## src/rtl/mips_pkg.sv

```systemverilog
// Shared types for the register-file write path: widths, the
// {addr, data} write request and the write-port grant encoding.
package mips_pkg;

    localparam int REG_ADDR_W = 5;
    localparam int DATA_W     = 32;
    localparam int NUM_REGS   = 32;

    typedef logic [REG_ADDR_W-1:0] reg_addr_t;
    typedef logic [DATA_W-1:0]     data_t;
    typedef logic [NUM_REGS-1:0]   reg_vec_t;

    typedef struct packed {
        reg_addr_t addr;
        data_t     data;
    } wr_req_t;

    typedef enum logic [1:0] {
        GNT_NONE = 2'd0,
        GNT_P    = 2'd1,
        GNT_L    = 2'd2
    } grant_t;

    function automatic reg_vec_t reg_bit(input reg_addr_t a);
        reg_vec_t v;
        v = '0;
        v[a] = 1'b1;
        return v;
    endfunction

endpackage

```

## src/rtl/regfile_wr_arbiter_if.sv

```systemverilog
// Bundle of writeback, long-latency, issue and register-file
// write-port signals around the write arbiter.
interface regfile_wr_arbiter_if;

    import mips_pkg::*;

    logic      PWrEn;
    reg_addr_t PWrAddr;
    data_t     PWrData;

    logic      LValid;
    logic      LReady;
    reg_addr_t LAddr;
    data_t     LData;

    logic      LIssue;
    reg_addr_t LIssueAddr;

    logic      RegWrite;
    reg_addr_t RegWrAddr;
    data_t     RegWrData;

    reg_vec_t  BusyVec;
    logic      StallReq;
    logic      ProtoErr;

    modport master (
        output PWrEn,
        output PWrAddr,
        output PWrData,
        output LValid,
        input  LReady,
        output LAddr,
        output LData,
        output LIssue,
        output LIssueAddr,
        input  RegWrite,
        input  RegWrAddr,
        input  RegWrData,
        input  BusyVec,
        input  StallReq,
        input  ProtoErr
    );

    modport slave (
        input  PWrEn,
        input  PWrAddr,
        input  PWrData,
        input  LValid,
        output LReady,
        input  LAddr,
        input  LData,
        input  LIssue,
        input  LIssueAddr,
        output RegWrite,
        output RegWrAddr,
        output RegWrData,
        output BusyVec,
        output StallReq,
        output ProtoErr
    );

endinterface

```

## src/rtl/wr_fifo2.sv

```systemverilog
// Two-entry synchronous FIFO of write requests with full/empty flags.
module wr_fifo2
    import mips_pkg::*;
(
    input  logic    clk,
    input  logic    rst_n,
    input  logic    push,
    input  wr_req_t push_req,
    input  logic    pop,
    output wr_req_t head,
    output logic    full,
    output logic    empty
);

    wr_req_t    mem [2];
    logic       wr_ptr;
    logic       rd_ptr;
    logic [1:0] count;
    logic       do_push;
    logic       do_pop;

    assign full    = (count == 2'd2);
    assign empty   = (count == 2'd0);
    assign do_pop  = pop && !empty;
    // A full FIFO can still take a push when the head leaves this cycle
    assign do_push = push && (!full || do_pop);
    assign head    = mem[rd_ptr];

    always_ff @(posedge clk or negedge rst_n) begin
        if (!rst_n) begin
            wr_ptr <= 1'b0;
            rd_ptr <= 1'b0;
            count  <= 2'd0;
            mem[0] <= '0;
            mem[1] <= '0;
        end else begin
            if (do_push) begin
                mem[wr_ptr] <= push_req;
                wr_ptr      <= ~wr_ptr;
            end
            if (do_pop) begin
                rd_ptr <= ~rd_ptr;
            end
            count <= count + 2'(do_push) - 2'(do_pop);
        end
    end

endmodule

```

## src/rtl/regfile_wr_arbiter.sv

```systemverilog
// Register-file write-port arbiter: writeback first, long-latency FIFO
// otherwise, with starvation stall request and busy scoreboard.
module regfile_wr_arbiter
    import mips_pkg::*;
#(
    parameter int STARVE_LIMIT = 4
) (
    input logic                 Clk,
    input logic                 Rst_n,
    regfile_wr_arbiter_if.slave bus
);

    localparam logic [2:0] LIMIT   = 3'(STARVE_LIMIT);
    localparam logic [2:0] CNT_MAX = 3'd7;

    wr_req_t    head;
    wr_req_t    l_req;
    wr_req_t    win;
    grant_t     grant;
    logic       full;
    logic       empty;
    logic       push;
    logic       pop;

    logic       wr_q;
    reg_addr_t  addr_q;
    data_t      data_q;
    reg_vec_t   busy_q;
    reg_vec_t   busy_next;
    logic [2:0] starve_q;
    logic [2:0] starve_next;
    logic       stall_q;
    logic       stall_next;
    logic       stall_prev_q;
    logic       err_q;
    logic       err_next;

    assign l_req = '{addr: bus.LAddr, data: bus.LData};
    assign push  = bus.LValid && !full;
    assign pop   = (grant == GNT_L);

    wr_fifo2 u_fifo (
        .clk      (Clk),
        .rst_n    (Rst_n),
        .push     (push),
        .push_req (l_req),
        .pop      (pop),
        .head     (head),
        .full     (full),
        .empty    (empty)
    );

    always_comb begin
        grant = GNT_NONE;
        if (bus.PWrEn) begin
            grant = GNT_P;
        end else if (!empty) begin
            grant = GNT_L;
        end
    end

    always_comb begin
        win = '0;
        unique case (grant)
            GNT_P:   win = '{addr: bus.PWrAddr, data: bus.PWrData};
            GNT_L:   win = head;
            default: win = '0;
        endcase
    end

    // Issue is applied after the clear so a same-cycle set wins
    always_comb begin
        busy_next = busy_q;
        if (grant == GNT_L) begin
            busy_next = busy_next & ~reg_bit(head.addr);
        end
        if (bus.LIssue) begin
            busy_next = busy_next | reg_bit(bus.LIssueAddr);
        end
        busy_next[0] = 1'b0;
    end

    always_comb begin
        starve_next = starve_q;
        if (empty || pop) begin
            starve_next = '0;
        end else if (starve_q != CNT_MAX) begin
            starve_next = starve_q + 3'd1;
        end
    end

    assign stall_next = (starve_next >= LIMIT);
    assign err_next   = err_q | (bus.PWrEn & stall_prev_q);

    always_ff @(posedge Clk or negedge Rst_n) begin
        if (!Rst_n) begin
            wr_q   <= 1'b0;
            addr_q <= '0;
            data_q <= '0;
        end else begin
            wr_q <= (grant != GNT_NONE) && (win.addr != '0);
            if (grant != GNT_NONE) begin
                addr_q <= win.addr;
                data_q <= win.data;
            end
        end
    end

    always_ff @(posedge Clk or negedge Rst_n) begin
        if (!Rst_n) begin
            busy_q       <= '0;
            starve_q     <= '0;
            stall_q      <= 1'b0;
            stall_prev_q <= 1'b0;
            err_q        <= 1'b0;
        end else begin
            busy_q       <= busy_next;
            starve_q     <= starve_next;
            stall_q      <= stall_next;
            stall_prev_q <= stall_q;
            err_q        <= err_next;
        end
    end

    assign bus.LReady    = !full;
    assign bus.RegWrite  = wr_q;
    assign bus.RegWrAddr = addr_q;
    assign bus.RegWrData = data_q;
    assign bus.BusyVec   = busy_q;
    assign bus.StallReq  = stall_q;
    assign bus.ProtoErr  = err_q;

endmodule

```

## src/flat_wrapper.sv

```systemverilog
// flat-port wrapper written by rule: the top's interface ports become plain ports
module regfile_wr_arbiter_flat import mips_pkg::*;
#(
    parameter int STARVE_LIMIT = 4
)
  (Clk, Rst_n, bus_PWrEn, bus_PWrAddr, bus_PWrData, bus_LValid, bus_LReady, bus_LAddr, bus_LData, bus_LIssue, bus_LIssueAddr, bus_RegWrite, bus_RegWrAddr, bus_RegWrData, bus_BusyVec, bus_StallReq, bus_ProtoErr);
  regfile_wr_arbiter_if bus_i ();
  input logic Clk;
  input logic Rst_n;
  input wire logic [$bits(bus_i.PWrEn)-1:0] bus_PWrEn;
  input wire logic [$bits(bus_i.PWrAddr)-1:0] bus_PWrAddr;
  input wire logic [$bits(bus_i.PWrData)-1:0] bus_PWrData;
  input wire logic [$bits(bus_i.LValid)-1:0] bus_LValid;
  output wire logic [$bits(bus_i.LReady)-1:0] bus_LReady;
  input wire logic [$bits(bus_i.LAddr)-1:0] bus_LAddr;
  input wire logic [$bits(bus_i.LData)-1:0] bus_LData;
  input wire logic [$bits(bus_i.LIssue)-1:0] bus_LIssue;
  input wire logic [$bits(bus_i.LIssueAddr)-1:0] bus_LIssueAddr;
  output wire logic [$bits(bus_i.RegWrite)-1:0] bus_RegWrite;
  output wire logic [$bits(bus_i.RegWrAddr)-1:0] bus_RegWrAddr;
  output wire logic [$bits(bus_i.RegWrData)-1:0] bus_RegWrData;
  output wire logic [$bits(bus_i.BusyVec)-1:0] bus_BusyVec;
  output wire logic [$bits(bus_i.StallReq)-1:0] bus_StallReq;
  output wire logic [$bits(bus_i.ProtoErr)-1:0] bus_ProtoErr;
  assign bus_i.PWrEn = bus_PWrEn;
  assign bus_i.PWrAddr = bus_PWrAddr;
  assign bus_i.PWrData = bus_PWrData;
  assign bus_i.LValid = bus_LValid;
  assign bus_LReady = bus_i.LReady;
  assign bus_i.LAddr = bus_LAddr;
  assign bus_i.LData = bus_LData;
  assign bus_i.LIssue = bus_LIssue;
  assign bus_i.LIssueAddr = bus_LIssueAddr;
  assign bus_RegWrite = bus_i.RegWrite;
  assign bus_RegWrAddr = bus_i.RegWrAddr;
  assign bus_RegWrData = bus_i.RegWrData;
  assign bus_BusyVec = bus_i.BusyVec;
  assign bus_StallReq = bus_i.StallReq;
  assign bus_ProtoErr = bus_i.ProtoErr;
  regfile_wr_arbiter #(.STARVE_LIMIT(STARVE_LIMIT)) u_core (.Clk(Clk), .Rst_n(Rst_n), .bus(bus_i));
endmodule
```

## config.mk

```make
export PLATFORM = sky130hd
export DESIGN_NAME = regfile_wr_arbiter_flat
export DESIGN_NICKNAME = d
export VERILOG_FILES = /design/src/rtl/mips_pkg.sv /design/src/rtl/regfile_wr_arbiter_if.sv /design/src/rtl/wr_fifo2.sv /design/src/rtl/regfile_wr_arbiter.sv /design/src/flat_wrapper.sv
export SDC_FILE = /design/constraint.sdc
export NUM_CORES = 1
export LEC_CHECK = 0
export CORE_MARGIN = 5
export CORE_UTILIZATION = 47
export CTS_CLUSTER_DIAMETER = 60
export DETAILED_ROUTE_END_ITERATION = 10
export PLACE_DENSITY = 0.75
export SLEW_MARGIN = 10
export SYNTH_ARGS = -nofsm -noshare
export SYNTH_HDL_FRONTEND = slang
export SYNTH_SLANG_ARGS = --single-unit
```

## constraint.sdc

```tcl
create_clock -name Clk -period 3.6 [get_ports Clk]
set_clock_uncertainty 0.1 [all_clocks]
set_input_delay 0.54 -clock Clk [delete_from_list [all_inputs] [get_ports Clk]]
set_output_delay 0.54 -clock Clk [all_outputs]
set_load 0.01 [all_outputs]
```

# After elaboration in Yosys (flattened, before gate mapping)
# Cells that the tools add are included.
dict set report totals {
  register_bits 153
  latchBits 0
  ram_bits 0
  romBits 0
  mem_count 0
}
dict set report classes {
  n_addsub 3
  n_mul 0
  div_mod_pow 0
  order_cmp 8
  n_eq_ne 4
  n_shift 0
  muxes 17
  n_bitwise 9
  n_reduce_logical 14
}
# cell count
set ops {}
lappend ops {{two-way mux 37 bit} 4}
lappend ops {{bitwise mux 74 bit} 1}
lappend ops {{case mux 37 bit (2 select lines)} 1}
lappend ops {{two-way mux 32 bit} 2}
lappend ops {{demux 37 bit (select 1 bit)} 1}
lappend ops {{bitwise AND 32 bit} 1}
lappend ops {{inverter 32 bit} 1}
lappend ops {{OR 32 bit} 1}
lappend ops {{< comparator 5 x 6 -> 1 bit, second input constant} 2}
lappend ops {{demux 1 bit (select 5 bit)} 2}
lappend ops {{greater-or-equal comparator 5 x 1 -> 1 bit, second input constant} 2}
lappend ops {{logical AND 1 bit} 7}
lappend ops {{two-way mux 3 bit} 2}
lappend ops {{nonzero test 5 bit} 1}
lappend ops {{== test 2 bit, second input constant} 2}
lappend ops {{greater-or-equal comparator 2 bit, second input constant} 2}
lappend ops {{two-way mux 2 bit} 2}
lappend ops {{inverter 1 -> 2 bit} 2}
lappend ops {{adder 3 x 1 -> 3 bit, second input constant} 1}
lappend ops {{greater-or-equal comparator 3 bit, second input constant} 1}
lappend ops {{!= test 3 bit, second input constant} 1}
lappend ops {{adder 2 x 1 -> 2 bit} 1}
lappend ops {{== test 2 x 1 -> 1 bit, second input constant} 1}
lappend ops {{logical NOT 1 bit} 2}
lappend ops {{9 further kinds} 12}

# Longest topological paths before layout
# Gate-level depths: netlist of run 1.
dict set report depth {
  word_depth 13
  depth_mapped 9
}

# Hierarchy
# A second synthesis of run 1 with hierarchy kept.
dict set report unflattened {
  hier_cells 528
  hier_area_um2 6750.2
}
# module instances cells_per_inst area_each_um2
set modules_own_cells {}
lappend modules_own_cells {wr_fifo2 1 219 3489.6}
lappend modules_own_cells {regfile_wr_arbiter 1 309 3260.6}

# Worst setup path before layout of run 1
# No wires, ideal clock.
dict set report synth_path {
  kind {flip-flop to flip-flop}
  from {register u_core.u_fifo.count[1]}
  to {register u_core.u_fifo.count[1]}
  setup_time_ns 0.123
  arrival_ns 1.716
  setup_slack_ns 1.661
  path_stages_with_launch 10
  path_buffers 2
  path_cell_list {dfrtp_1 > buf_4 > o21bai_1 > buf_2 > inv_1 > ha_1 > inv_1 > ha_1 > xnor2_1 > xnor2_1}
}
dict set report synth_between {
  elab_chain_len 9
  word_cells_on_any_way 13
}
# element line_no
set synth_lines {}
lappend synth_lines {{start: declaration} wr_fifo2.sv:18} ;# logic [1:0] count;
lappend synth_lines {{start signal: assignment} wr_fifo2.sv:44} ;# count <= count + 2'(do_push) - 2'(do_pop);
lappend synth_lines {{logical NOT 2 bit *} wr_fifo2.sv:23} ;# assign empty = (count == 2'd0);
lappend synth_lines {{two-way mux 2 bit} regfile_wr_arbiter.sv:57} ;# end else if (!empty) begin
lappend synth_lines {{two-way mux 2 bit} regfile_wr_arbiter.sv:55} ;# if (bus.PWrEn) begin
lappend synth_lines {{== test 2 bit} regfile_wr_arbiter.sv:40} ;# assign pop = (grant == GNT_L);
lappend synth_lines {{logical AND 1 bit *} wr_fifo2.sv:24} ;# assign do_pop = pop && !empty;
lappend synth_lines {{net u_core.u_fifo.do_pop} wr_fifo2.sv:20} ;# logic do_pop;
lappend synth_lines {{logical OR 1 bit} wr_fifo2.sv:26} ;# assign do_push = push && (!full || do_pop);
lappend synth_lines {{logical AND 1 bit} wr_fifo2.sv:26}
lappend synth_lines {{adder 2 x 1 -> 2 bit} wr_fifo2.sv:44}
lappend synth_lines {{subtractor 2 x 1 -> 2 bit *} wr_fifo2.sv:44}
# The timed path passes the listed nets; every way through them passes the cells marked *.
# A chain may end at the register's enable or synchronous reset.

# Worst setup path in the final report of run 1
dict set report layout_path {
  from {register u_core.u_fifo.rd_ptr}
  to {register u_core.busy_q[1] (netlist: u_core.bus.BusyVec[1])}
}
dict set report layout_between {
  elab_chain_len 13
  word_cells_on_any_way 14
}
# element line_no
set layout_lines {}
lappend layout_lines {{start: declaration} wr_fifo2.sv:17} ;# logic rd_ptr;
lappend layout_lines {{start signal: assignment} wr_fifo2.sv:42} ;# rd_ptr <= ~rd_ptr;
lappend layout_lines {{inverter 1 -> 2 bit (not written as such) *} wr_fifo2.sv:27} ;# assign head = mem[rd_ptr];
lappend layout_lines {{two-way mux 37 bit (not written as such) * (3 in series)} wr_fifo2.sv:27}
lappend layout_lines {{< comparator 5 x 6 -> 1 bit (not written as such) or greater-or-equal comparator 5 x 1 -> 1 bit (tied branches)} mips_pkg.sv:27} ;# v[a] = 1'b1;
lappend layout_lines {{logical AND 1 bit (not written as such)} mips_pkg.sv:27}
lappend layout_lines {{two-way mux 1 bit (not written as such)} mips_pkg.sv:27}
lappend layout_lines {{demux 1 bit (select 5 bit) *} n/a}
lappend layout_lines {{inverter 32 bit *} regfile_wr_arbiter.sv:75} ;# busy_next = busy_next & ~reg_bit(head.addr);
lappend layout_lines {{bitwise AND 32 bit *} regfile_wr_arbiter.sv:75}
lappend layout_lines {{two-way mux 32 bit *} regfile_wr_arbiter.sv:74} ;# if (grant == GNT_L) begin
lappend layout_lines {{OR 32 bit} regfile_wr_arbiter.sv:78} ;# busy_next = busy_next | reg_bit(bus.LIssueAddr);
lappend layout_lines {{two-way mux 32 bit *} regfile_wr_arbiter.sv:77} ;# if (bus.LIssue) begin
lappend layout_lines {{net u_core.busy_next[1]} regfile_wr_arbiter.sv:29} ;# reg_vec_t busy_next;
lappend layout_lines {{end signal: assignment} regfile_wr_arbiter.sv:117} ;# busy_q <= busy_next;
lappend layout_lines {{end: declaration} regfile_wr_arbiter.sv:28} ;# reg_vec_t busy_q;
# The timed path passes the listed nets; every way through them passes the cells marked *. The select of a mux whose other input is x is not followed.

==> results of run 1 <==
==> sequential cells by signal, summed over array words and instances (netlist names) <==
register and cells:
u_core.bus.RegWrite 1, u_core.u_fifo.rd_ptr 1, u_core.u_fifo.count 2, u_core.u_fifo.mem 74
u_core.bus.RegWrData 32, u_core.u_fifo.wr_ptr 1, u_core.bus.BusyVec 31, u_core.starve_q 2
u_core.bus.StallReq 1, u_core.bus.ProtoErr 1, u_core.bus.RegWrAddr 5, u_core.stall_prev_q 1
==> power breakdown <==
part           leakage, uW  switching (uW)  internal, uW  total, uW
registers          0.00172             589          2390       2980
logic              0.00208            1300          1910       3210
clock network     0.000297             684          1160       1850
total              0.00409            2570          5470       8040
==> critical path, delay by kind of cell (launching register included) <==
| kind | cells | cell delay [ns] |
|---|---|---|
| AOI/OAI and AO/OA | 2 | 0.62 |
| DFF | 1 | 0.94 |
| and+or+nand+nor | 1 | 0.51 |
==> cells in the final DEF, fill, tap and decap left out, types with 9 or more instances in the layout <==
master / instances
clkdlybuf4s50_1: 153
nand3b_1: 9
nand2_1: 40
clkbuf_16: 17
mux2i_1: 37
mux2_4: 31
mux2_2: 79
or3b_1: 9
o21ai_1: 14
o21ai_0: 57
inv_1: 33
dfrtp_1: 151
a32oi_1: 31
==> layer usage <==
layer / wire [um] / up-vias
li1: - / 2382
met1: 7700 / 2517
met2: 8140 / 193
met3: 1440 / 25
met4: 290 / 2
met5: 13 / -
==> path summary, 6_finish.rpt <==
| check | startpoint | endpoint | slack [ns] | depth (start not counted) |
|---|---|---|---|---|
| worst max-delay path | u_core.u_fifo.rd_ptr$_DFFE_PN0P_ | u_core.bus.BusyVec[1]$_DFF_PN0_ | 1.27 | 3 |
| worst min-delay path | Rst_n | u_core.bus.BusyVec[7]$_DFF_PN0_ | 0.04 | 1 |
| worst max register to register | u_core.u_fifo.rd_ptr$_DFFE_PN0P_ | u_core.bus.BusyVec[1]$_DFF_PN0_ | 1.27 | 3 |
| worst min register to register | u_core.bus.StallReq$_DFF_PN0_ | u_core.stall_prev_q$_DFF_PN0_ | 0.34 | 0 |
| max in group asynchronous | Rst_n | u_core.bus.RegWrData[17]$_DFFE_PN0P_ | 2.51 | 2 |
| min in group Clk | u_core.bus.StallReq$_DFF_PN0_ | u_core.stall_prev_q$_DFF_PN0_ | 0.34 | 0 |
==> cells in the mapped netlist, types with 9 or more instances <==
| cell | count |
|---|---|
| clkbuf_1 | 9 |
| mux2i_1 | 37 |
| buf_6 | 9 |
| mux2_4 | 31 |
| nand3b_1 | 9 |
| o21ai_0 | 57 |
| nand2_1 | 40 |
| or3b_1 | 9 |
| inv_1 | 33 |
| dfrtp_1 | 152 |
| o21ai_1 | 14 |
| mux2_2 | 79 |
| a32oi_1 | 31 |
==> layout make-up <==
cell class	instances	area, um2	share of cell area (%)
Multi-Input combinational cell	357	3110	32.7
Tap cell	188	235	2.47
Inverter	33	124	1.30
Clock inverter	7	116	1.22
Clock buffer	25	495	5.21
Sequential cell	152	3800	40.0
Timing Repair Buffer	162	1630	17.1
==> logic make-up after synthesis <==
logic type      count (synthesis)
xor+xnor                        5
other cells                     1
compound gates                114
fa+ha+maj                       3
mux                           149
buf+inv                        66
simple gates                   85
flops                         152
==> per-stage QoR <==
stage	hold WS (ns)	total power (uW)	util [%]	worst slack, ns
detailed placement	0.335	6210	58.6	1.01
floorplan	0.144	5180	-	1.66
CTS	0.0579	8100	62.6	1.28
global placement	0.329	6050	58.6	1.05
finish	0.0362	8040	62.6	1.27
global route	0.0966	8510	62.6	1.16
==> impl_results.md, run 1 <==
* Status: finished, final reports clean
* Slowest CP cell: dfrtp_2
* Share of synthesized registers carrying an async set or reset at between 90% and 100%
* Clk sinks at between 150 and 200
* Clock transition at path regs at approximately 0.060 ns
* Initial Util at a little under half
* Cell Pwr Density at between 800 and 900 nW/um2
* Post-Syn Instances at about 580
* CTS tree: yes
* Final #Nets at 810
* DR pass1 iterations at 5
* Buffers on Ports at 155
* Core area at 15,200 um2
* M1 GR Usage at between 20% and 30%
* Post-synthesis register bit count at approximately 150
* Setup bufs post-CTS at 0
* Dpl cell area at 8900 um2
* Area growth from synthesis to layout at 30.4%
* Largest family of logic cells by synthesized area: multiplexers
* Area contributors post-synth: dfrtp_1 (52%), mux2_2 (12%), mux2_4 (6.4%)
* # H-tree levels at 4
* Mux cell area share after synthesis at a little under a quarter
* Row count at 45
* Wire length of the first global-routing pass at ~29,000 um
* Static leakage at 0.00409 uW
* IO Count at approximately 160
* Synth Area in Simple Gates at 7.06%
* CP max FO at between 40 and 50
* Post-cts resize count at 0
* Max-cap violations at 0
* Tmin final at ~2.3 ns
* Chip height at around 130 um
* Starting DRT DRC Count at roughly 340
* Hold WC Path Type: in2async
* Final instance area at around 9500 um2
* Antenna cell count at 0
* Final count of hold timing violations at 0
* WL/cell at between 15 and 20 um
* Antenna violations before repair at 1
* Required @ worst endpoint at roughly 3.8 ns
* Critical Path, Cell by Cell: or3b_1, a211oi_2, o21ai_0
* Synthesized area per cell at ~13 um2
* Slew Viols, Final at 0
* Unrepaired setup endpoints after global routing: no
* Number of global-route vias before repair at 5,470
* Grt met3 use at under 10%
* Final HPWL DP at approximately 12,000 um
* Period utilisation layout at between 60% and 70%
* Post-Syn Nets at between 600 and 700
* Max frequency at about 430 MHz
* Total wire length at ~18,000 um
* CTS hold repair buffers at 0
* Drt drc at 0
* Yosys warning count at 0
* FILL cells at between 1k and 1.5k
* CTS max path bufs at 2
* Unique masters post-synth at 43
* Root Buffer: clkbuf_16
* CP Capture Type: register
* Maximum VDD drop at roughly 0.37 mV
* Placed instance count at 892
* Compound-Gate Fraction of Synth Area at 10.4%
* Post-synth EDFFs at 0
* Seq/Total Area, Yosys at 52.1%
* Crit Path Class: reg2reg
* Die X at approximately 130 um
* Arr. time, crit path at 2.50 ns
* Final Setup Violations at 0
* GR Util met2 at 30.8%
* Setup TNS at 0 ns
* Mapped Area at roughly 7300 um2
* Share of post-route cells with drive strength above 1 at 22.3%
* Full die area at 18,100 um2
* Total gr overflow at 0
* Vias at 5,119
* Skew-Pair Late Insertion Delay at ~0.42 ns
* Post-synth top area cell: dfrtp_1
* XOR/XNOR Fraction of Synth Area at 0.600%
* Post-Synth Adder-Cell Area at 0.514%
* Most Crowded Layer GR: met2
* Largest net degree at the start of global routing at between 70 and 80
* Non-filler instance count after layout at ~920
* CTS buffer count at 17
* Slew @ Worst Pin at 0.886 ns
* Total track usage at 20.0%
* Max_slew headroom at about two fifths
* Main synth FF type: dfrtp_1
* Via density at approximately 5.5
* Synth top area share at 52.1%
* Placer congestion estimate at a little over 0.8
* Largest stage delay, worst path at 0.94 ns
* CP Launch Type: register
* Post-route ant nets at 0
No activity file was read; power rests on OpenSTA's default activity.
==> inputs of run 2 (changes only) <==
==> constraint.sdc (replaced) <==
create_clock -name Clk -period 2.4 [get_ports Clk]
set_clock_uncertainty 0.1 [all_clocks]
set_input_delay 0.36 -clock Clk [delete_from_list [all_inputs] [get_ports Clk]]
set_output_delay 0.36 -clock Clk [all_outputs]
set_load 0.01 [all_outputs]
==> run 2 against run 1 <==
- die area unchanged
- clock power increased by 57%
- flip-flop and latch count unchanged
- critical endpoint is now u_core.bus.RegWrData[23]$_DFFE_PN0P_
==> impl_results.md, run 2 (same netlist as run 1, synthesis figures left out) <==
* Status: finished, final reports clean
* Area growth from synthesis to layout at 31.5%
* Tmin final at 2.14 ns (-0.187 ns)
* CP Launch Type: register
* Largest stage delay, worst path at 0.76 ns (-0.18 ns)
* Max FFs per register at 74 (unchanged)
* Unrepaired setup endpoints after global routing: no
* Slowest CP cell: dfrtp_2
* Period utilisation layout at 89.2% (+25 points)
* Clock transition at path regs at 0.06 ns (about the same)
* Flop pwr share at 36.2% (-0.9 points)
* DR pass1 iterations at 5 (unchanged)
* Initial Util at 48.0% (unchanged)
* Setup TNS at 0 ns (unchanged)
* Required @ worst endpoint at 2.57 ns (-1.21 ns)
* Final Setup Violations at 0 (unchanged)
* Antenna violations before repair at 1 (unchanged)
* Wire length of the first global-routing pass at 29,300 um (+1.9%)
* Root Buffer: clkbuf_16
* Share of post-route cells with drive strength above 1 at 23.1% (+0.83 points)
* Internal power at 8350 uW (+53%)
* Vias at 5,187 (+1.3%)
* CTS buffer count at 17 (unchanged)
* Final HPWL DP at 12,500 um (+1.1%)
* Maximum VDD drop at 0.660 mV (+77%)
* Drt drc at 0 (unchanged)
* Skew-Pair Late Insertion Delay at 0.42 ns (about the same)
* Placer congestion estimate at 0.858 (+3.5%)
* CP Capture Type: register
* CP max FO at 34 (-24%)
* IO Count at 157 (unchanged)
* Clk sinks at 152 (unchanged)
* Starting DRT DRC Count at 359 (+7.2%)
* Commonest non-fill, non-tap cell in the layout: clkdlybuf4s50_1
* Critical Path, Cell by Cell: buf_4, mux2_2, mux2i_1, o21ai_0
* Antenna cell count at 0 (unchanged)
* Final #Nets at 814 (+0.49%)
* CTS max path bufs at 2 (unchanged)
* WL/cell at 19.6 um (+3.1%)
* Pre-CTS WS at 0.269 ns (-0.746 ns)
* Setup ws final at 0.260 ns (-1.01 ns)
* Chip height at 135 um (unchanged)
* Combinational Power Share at 40.1% (+0.2 points)
* Total gr overflow at 0 (unchanged)
* Setup bufs post-CTS at 0 (unchanged)
* Total wire length at 18,200 um (+3.6%)
* Final count of hold timing violations at 0 (unchanged)
* Post-cts resize count at 0 (unchanged)
* Slew @ Worst Pin at 0.794 ns (-0.0919 ns)
* Final instance area at 9600 um2 (+0.85%)
* Largest net degree at the start of global routing at 78 (unchanged)
* Clock power share at 23.7% (+0.7 points)
* Post-route ant nets at 0 (unchanged)
* # H-tree levels at 4 (unchanged)
* Max-cap violations at 0 (unchanged)
* Largest reg by FF count: u_core.u_fifo.mem
* Crit Path Class: reg2reg
* Row count at 45 (unchanged)
* Worst hold margin at 0.351 ns (+0.315 ns)
* Slew Viols, Final at 0 (unchanged)
* Full die area at 18,100 um2 (unchanged)
* Static leakage at 0.00413 uW (+1.0%)
* Total track usage at 20.3% (+0.25 points)
* Arr. time, crit path at 2.31 ns (-0.19 ns)
* Cell Pwr Density at 1280 nW/um2 (+51%)
* Dpl cell area at 8940 um2 (+0.39%)
* Core area at 15,200 um2 (unchanged)
* Commonest cells after routing, fill and taps aside: clkdlybuf4s50_1 (153), dfrtp_1 (151), mux2_2 (79), o21ai_0 (57), nand2_1 (40)
* Sw frac at 31.9% (-0.075 points)
* Max frequency at 467 MHz (+8.7%)
* Max_slew headroom at 47.0% (+6.0 points)
* Die X at 135 um (unchanged)
* Hold WC Path Type: reg2reg
* CTS tree: yes
* Via density at 5.59 (+0.89%)
* CTS hold repair buffers at 1 (+1)
* Number of global-route vias before repair at 5,633 (+3.0%)
* Total Power at 12,200 uW (+52%)
* Psw at 3900 uW (+52%)
* Buffers on Ports at 155 (unchanged)
## run 2: cell types whose count changed in the layout (fill, tap and decap cells not counted)
| cell | delta |
|---|---|
| buf_4 | +2 |
| clkbuf_1 | -4 |
| inv_6 | +1 |
| dlygate4sd3_1 | +1 |
| clkinv_2 | +1 |
| bufinv_16 | +1 |
| buf_12 | +1 |
| clkinvlp_4 | +1 |
## run 2: worst max-delay path, delay by kind of cell (launching register included)
kind	cells	cell delay (ns)
AOI/OAI and AO/OA	1	0.11
muxes	2	0.58
buffers and inverters	1	0.43
DFF	1	0.76
## run 2: path summary, 6_finish.rpt
kind / startpoint / to / slack, ns / depth (start not counted)
worst min register to register: u_core.stall_prev_q$_DFF_PN0_ / u_core.bus.ProtoErr$_DFF_PN0_ / 0.35 / 1
worst max-delay path: u_core.u_fifo.rd_ptr$_DFFE_PN0P_ / u_core.bus.RegWrData[23]$_DFFE_PN0P_ / 0.26 / 4
worst max register to register: u_core.u_fifo.rd_ptr$_DFFE_PN0P_ / u_core.bus.RegWrData[23]$_DFFE_PN0P_ / 0.26 / 4
min in group asynchronous: Rst_n / u_core.bus.RegWrData[1]$_DFFE_PN0P_ / 0.38 / 2
worst min-delay path: u_core.stall_prev_q$_DFF_PN0_ / u_core.bus.ProtoErr$_DFF_PN0_ / 0.35 / 1
max in group asynchronous: Rst_n / u_core.u_fifo.mem[46]$_DFFE_PN0P_ / 1.05 / 3
## run 2: through the flow
step | utilization [%] | std cells
finish | 63.1 | 928
global route | 63.1 | 928
CTS | 63.1 | 928
detailed placement | 58.8 | 895
global placement | 58.8 | 895
floorplan | - | 575
## run 2: layout make-up
type / count / area (um2)
repair buffers: 166 / 1670
flip-flops and latches: 152 / 3800
multi-input cells: 357 / 3110
well taps: 188 / 235
clock buffers: 21 / 480
inverters: 33 / 124
clock inverters: 11 / 168
fillers: 1171 / 5610
## run 2: power groups by stage
stage	logic, uW	registers, uW	clock network, uW
after floorplan	3530	4240	0
after global placement	4750	4360	0
after detailed placement	4920	4440	0
after CTS	4960	4430	2950
after global routing	5320	4550	3060
final	4920	4430	2900
## run 2: layer usage
| layer | GRT usage (%) | wire length [um] |
|---|---|---|
| met5 | 0 | 7 |
| met2 | 33.2 | 8810 |
| met4 | 6.67 | 298 |
| met3 | 6.63 | 1390 |
| met1 | 25.6 | 7700 |
==> inputs of run 3 (changes only) <==
--- a/config.mk
+++ b/config.mk
@@ -9,7 +9,7 @@
 export CORE_UTILIZATION = 47
 export CTS_CLUSTER_DIAMETER = 60
 export DETAILED_ROUTE_END_ITERATION = 10
-export PLACE_DENSITY = 0.75
+export PLACE_DENSITY = 0.84
 export SLEW_MARGIN = 10
 export SYNTH_ARGS = -nofsm -noshare
 export SYNTH_HDL_FRONTEND = slang
==> run 3 against run 2 <==
- register-to-register slack better by 0.10 ns
- largest cell class unchanged
- fmax up 3.6%
- combinational power about the same
- count of clock-buffer cells in the layout unchanged
- sequential share of layout area up 0.14 points
- critical path depth down 2
- wire length down 2.4%
- sequential power about the same
- design area down 0.35%
==> impl_results.md, run 3 (same netlist as run 1, synthesis figures left out) <==
* Required @ worst endpoint at 1.94 ns (-0.63 ns)
* Max FFs per register at 74 (unchanged)
* Total Power at 12,100 uW (-1.2%)
* Crit Path Class: reg2out
* Pre-CTS WS at 0.229 ns (-0.0391 ns)
* Maximum VDD drop at 0.581 mV (-12%)
* Largest stage delay, worst path at 0.54 ns (-0.22 ns)
* Buffers on Ports at 155 (unchanged)
* Tmin final at 2.07 ns (-0.0746 ns)
* Slowest CP cell: clkdlybuf4s50_1
* Slew @ Worst Pin at 0.686 ns (-0.108 ns)
* Commonest non-fill, non-tap cell in the layout: clkdlybuf4s50_1
* Via density at 5.67 (+1.5%)
* Period utilisation layout at 86.1% (-3.1 points)
* Hold WC Path Type: reg2reg
* Setup TNS at 0 ns (unchanged)
* Drt drc at 0 (unchanged)
* Total gr overflow at 0 (unchanged)
* Clk sinks at 152 (unchanged)
* Placer congestion estimate at 0.896 (+4.5%)
* Area growth from synthesis to layout at 31.1%
* CP max FO at 5 (-85%)
* Max_slew headroom at 53.6% (+6.6 points)
* Final Setup Violations at 0 (unchanged)
* Antenna cell count at 0 (unchanged)
* Status: finished, final reports clean
* DR pass1 iterations at 5 (unchanged)
* Wire length of the first global-routing pass at 29,000 um (-1.1%)
* Max-cap violations at 0 (unchanged)
* Antenna violations before repair at 0 (-1)
* Largest reg by FF count: u_core.u_fifo.mem
* Skew-Pair Late Insertion Delay at 0.42 ns (about the same)
* Final #Nets at 815 (+0.12%)
* CTS tree: yes
* Row count at 45 (unchanged)
* Static leakage at 0.00412 uW (-0.33%)
* Vias at 5,252 (+1.3%)
* Largest net degree at the start of global routing at 78 (unchanged)
* Die X at 135 um (unchanged)
* Clock transition at path regs at 0.06 ns (about the same)
* Initial Util at 48.0% (unchanged)
* CTS buffer count at 17 (unchanged)
* IO Count at 157 (unchanged)
* CP Capture Type: primary output
* Slew Viols, Final at 0 (unchanged)
* Max frequency at 484 MHz (+3.6%)
* CP Launch Type: register
* Cell Pwr Density at 1270 nW/um2 (-0.85%)
* Worst hold margin at 0.367 ns (+0.0151 ns)
* Share of post-route cells with drive strength above 1 at 22.6% (-0.48 points)
* FILL cells at 1,118 (-4.5%)
* Setup ws final at 0.334 ns (+0.0746 ns)
* Final HPWL DP at 12,500 um (about the same)
* Number of global-route vias before repair at 5,613 (-0.36%)
* WL/cell at 19.2 um (-2.2%)
* Core area at 15,200 um2 (unchanged)
* Full die area at 18,100 um2 (unchanged)
* Final count of hold timing violations at 0 (unchanged)
* Total track usage at 20.2% (-0.092 points)
* Total wire length at 17,800 um (-2.4%)
* Critical Path, Cell by Cell: nand2b_4, clkdlybuf4s50_1
* Arr. time, crit path at 1.61 ns (-0.70 ns)
* Commonest cells after routing, fill and taps aside: clkdlybuf4s50_1 (153), dfrtp_1 (151), mux2_2 (79), o21ai_0 (57), nand2_1 (40)
* # H-tree levels at 4 (unchanged)
* Starting DRT DRC Count at 376 (+4.7%)
* Post-route ant nets at 0 (unchanged)
* Chip height at 135 um (unchanged)
* Root Buffer: clkbuf_16
* Unrepaired setup endpoints after global routing: no
* CTS max path bufs at 2 (unchanged)
-- run 3: changes by cell type in the layout (fill, tap and decap cells not counted) --
cell        change
buf_4           +1
clkbuf_1        +2
clkbuf_8        -2
clkinv_2        -1
clkinv_4        -1
clkinvlp_4      -1
-- run 3: layer usage --
metal / routed length (um) / part of all wire, % / up-vias / GRT usage, %
li1: - / - / 2379 / -
met1: 7550 / 42 / 2620 / 25.1
met2: 8630 / 49 / 229 / 33.7
met3: 1330 / 7.5 / 24 / 5.77
met4: 258 / 1.5 / 0 / 7.35
met5: 0 / 0 / - / 0
-- run 3: final timing paths --
kind                                                  start                                end  slack [ns]  cells after the start
max reg2reg                u_core.u_fifo.rd_ptr$_DFFE_PN0P_    u_core.bus.BusyVec[7]$_DFF_PN0_        0.36                      3
max                        u_core.u_fifo.count[0]$_DFF_PN0_                         bus_LReady        0.33                      2
min in group asynchronous                             Rst_n    u_core.bus.BusyVec[5]$_DFF_PN0_        0.40                      2
max in group asynchronous                             Rst_n  u_core.u_fifo.mem[32]$_DFFE_PN0P_        1.14                      3
min reg2reg                   u_core.bus.ProtoErr$_DFF_PN0_      u_core.bus.ProtoErr$_DFF_PN0_        0.37                      1
min                           u_core.bus.ProtoErr$_DFF_PN0_      u_core.bus.ProtoErr$_DFF_PN0_        0.37                      1
-- run 3: repair_timing --
action                                  in CTS  in global routing
gates resized for setup                      0                  0
setup buffers                                0                  0
hold endpoints to repair                    57                  0
endpoints found under the setup margin       0                  0
hold buffers                                 1                  0
-- run 3: per-stage QoR --
stage / utilization (%) / cells / cell area, um2
2_1_floorplan: - / 575 / 7300
3_3_place_gp: 58.8 / 896 / 8950
3_5_place_dp: 58.8 / 896 / 8950
4_1_cts: 62.9 / 926 / 9560
5_1_grt: 62.9 / 926 / 9560
6_report: 62.9 / 926 / 9560
-- run 3: worst max-delay path, delay by kind of cell, from the launching register on --
kind | cells | cell delay (ns)
buffers and inverters | 1 | 0.54
DFF | 1 | 0.45
and+or+nand+nor | 1 | 0.20
-- run 3: report_power, final --
part	leakage, uW	internal (uW)	switching (uW)
combinational	0.00211	2900	1990
clock	0.000295	1780	997
sequential	0.00172	3590	849
total	0.00412	8260	3840
-- run 3: cell type report --
| cell class | count | area, um2 | area share, % |
|---|---|---|---|
| clock buffer | 21 | 460 | 4.81 |
| timing repair buffer | 167 | 1680 | 17.5 |
| clock inverter | 8 | 146 | 1.53 |
| inverter | 33 | 124 | 1.30 |
| tap | 188 | 235 | 2.46 |
| sequential | 152 | 3800 | 39.8 |
| multi-input combinational | 357 | 3110 | 32.6 |
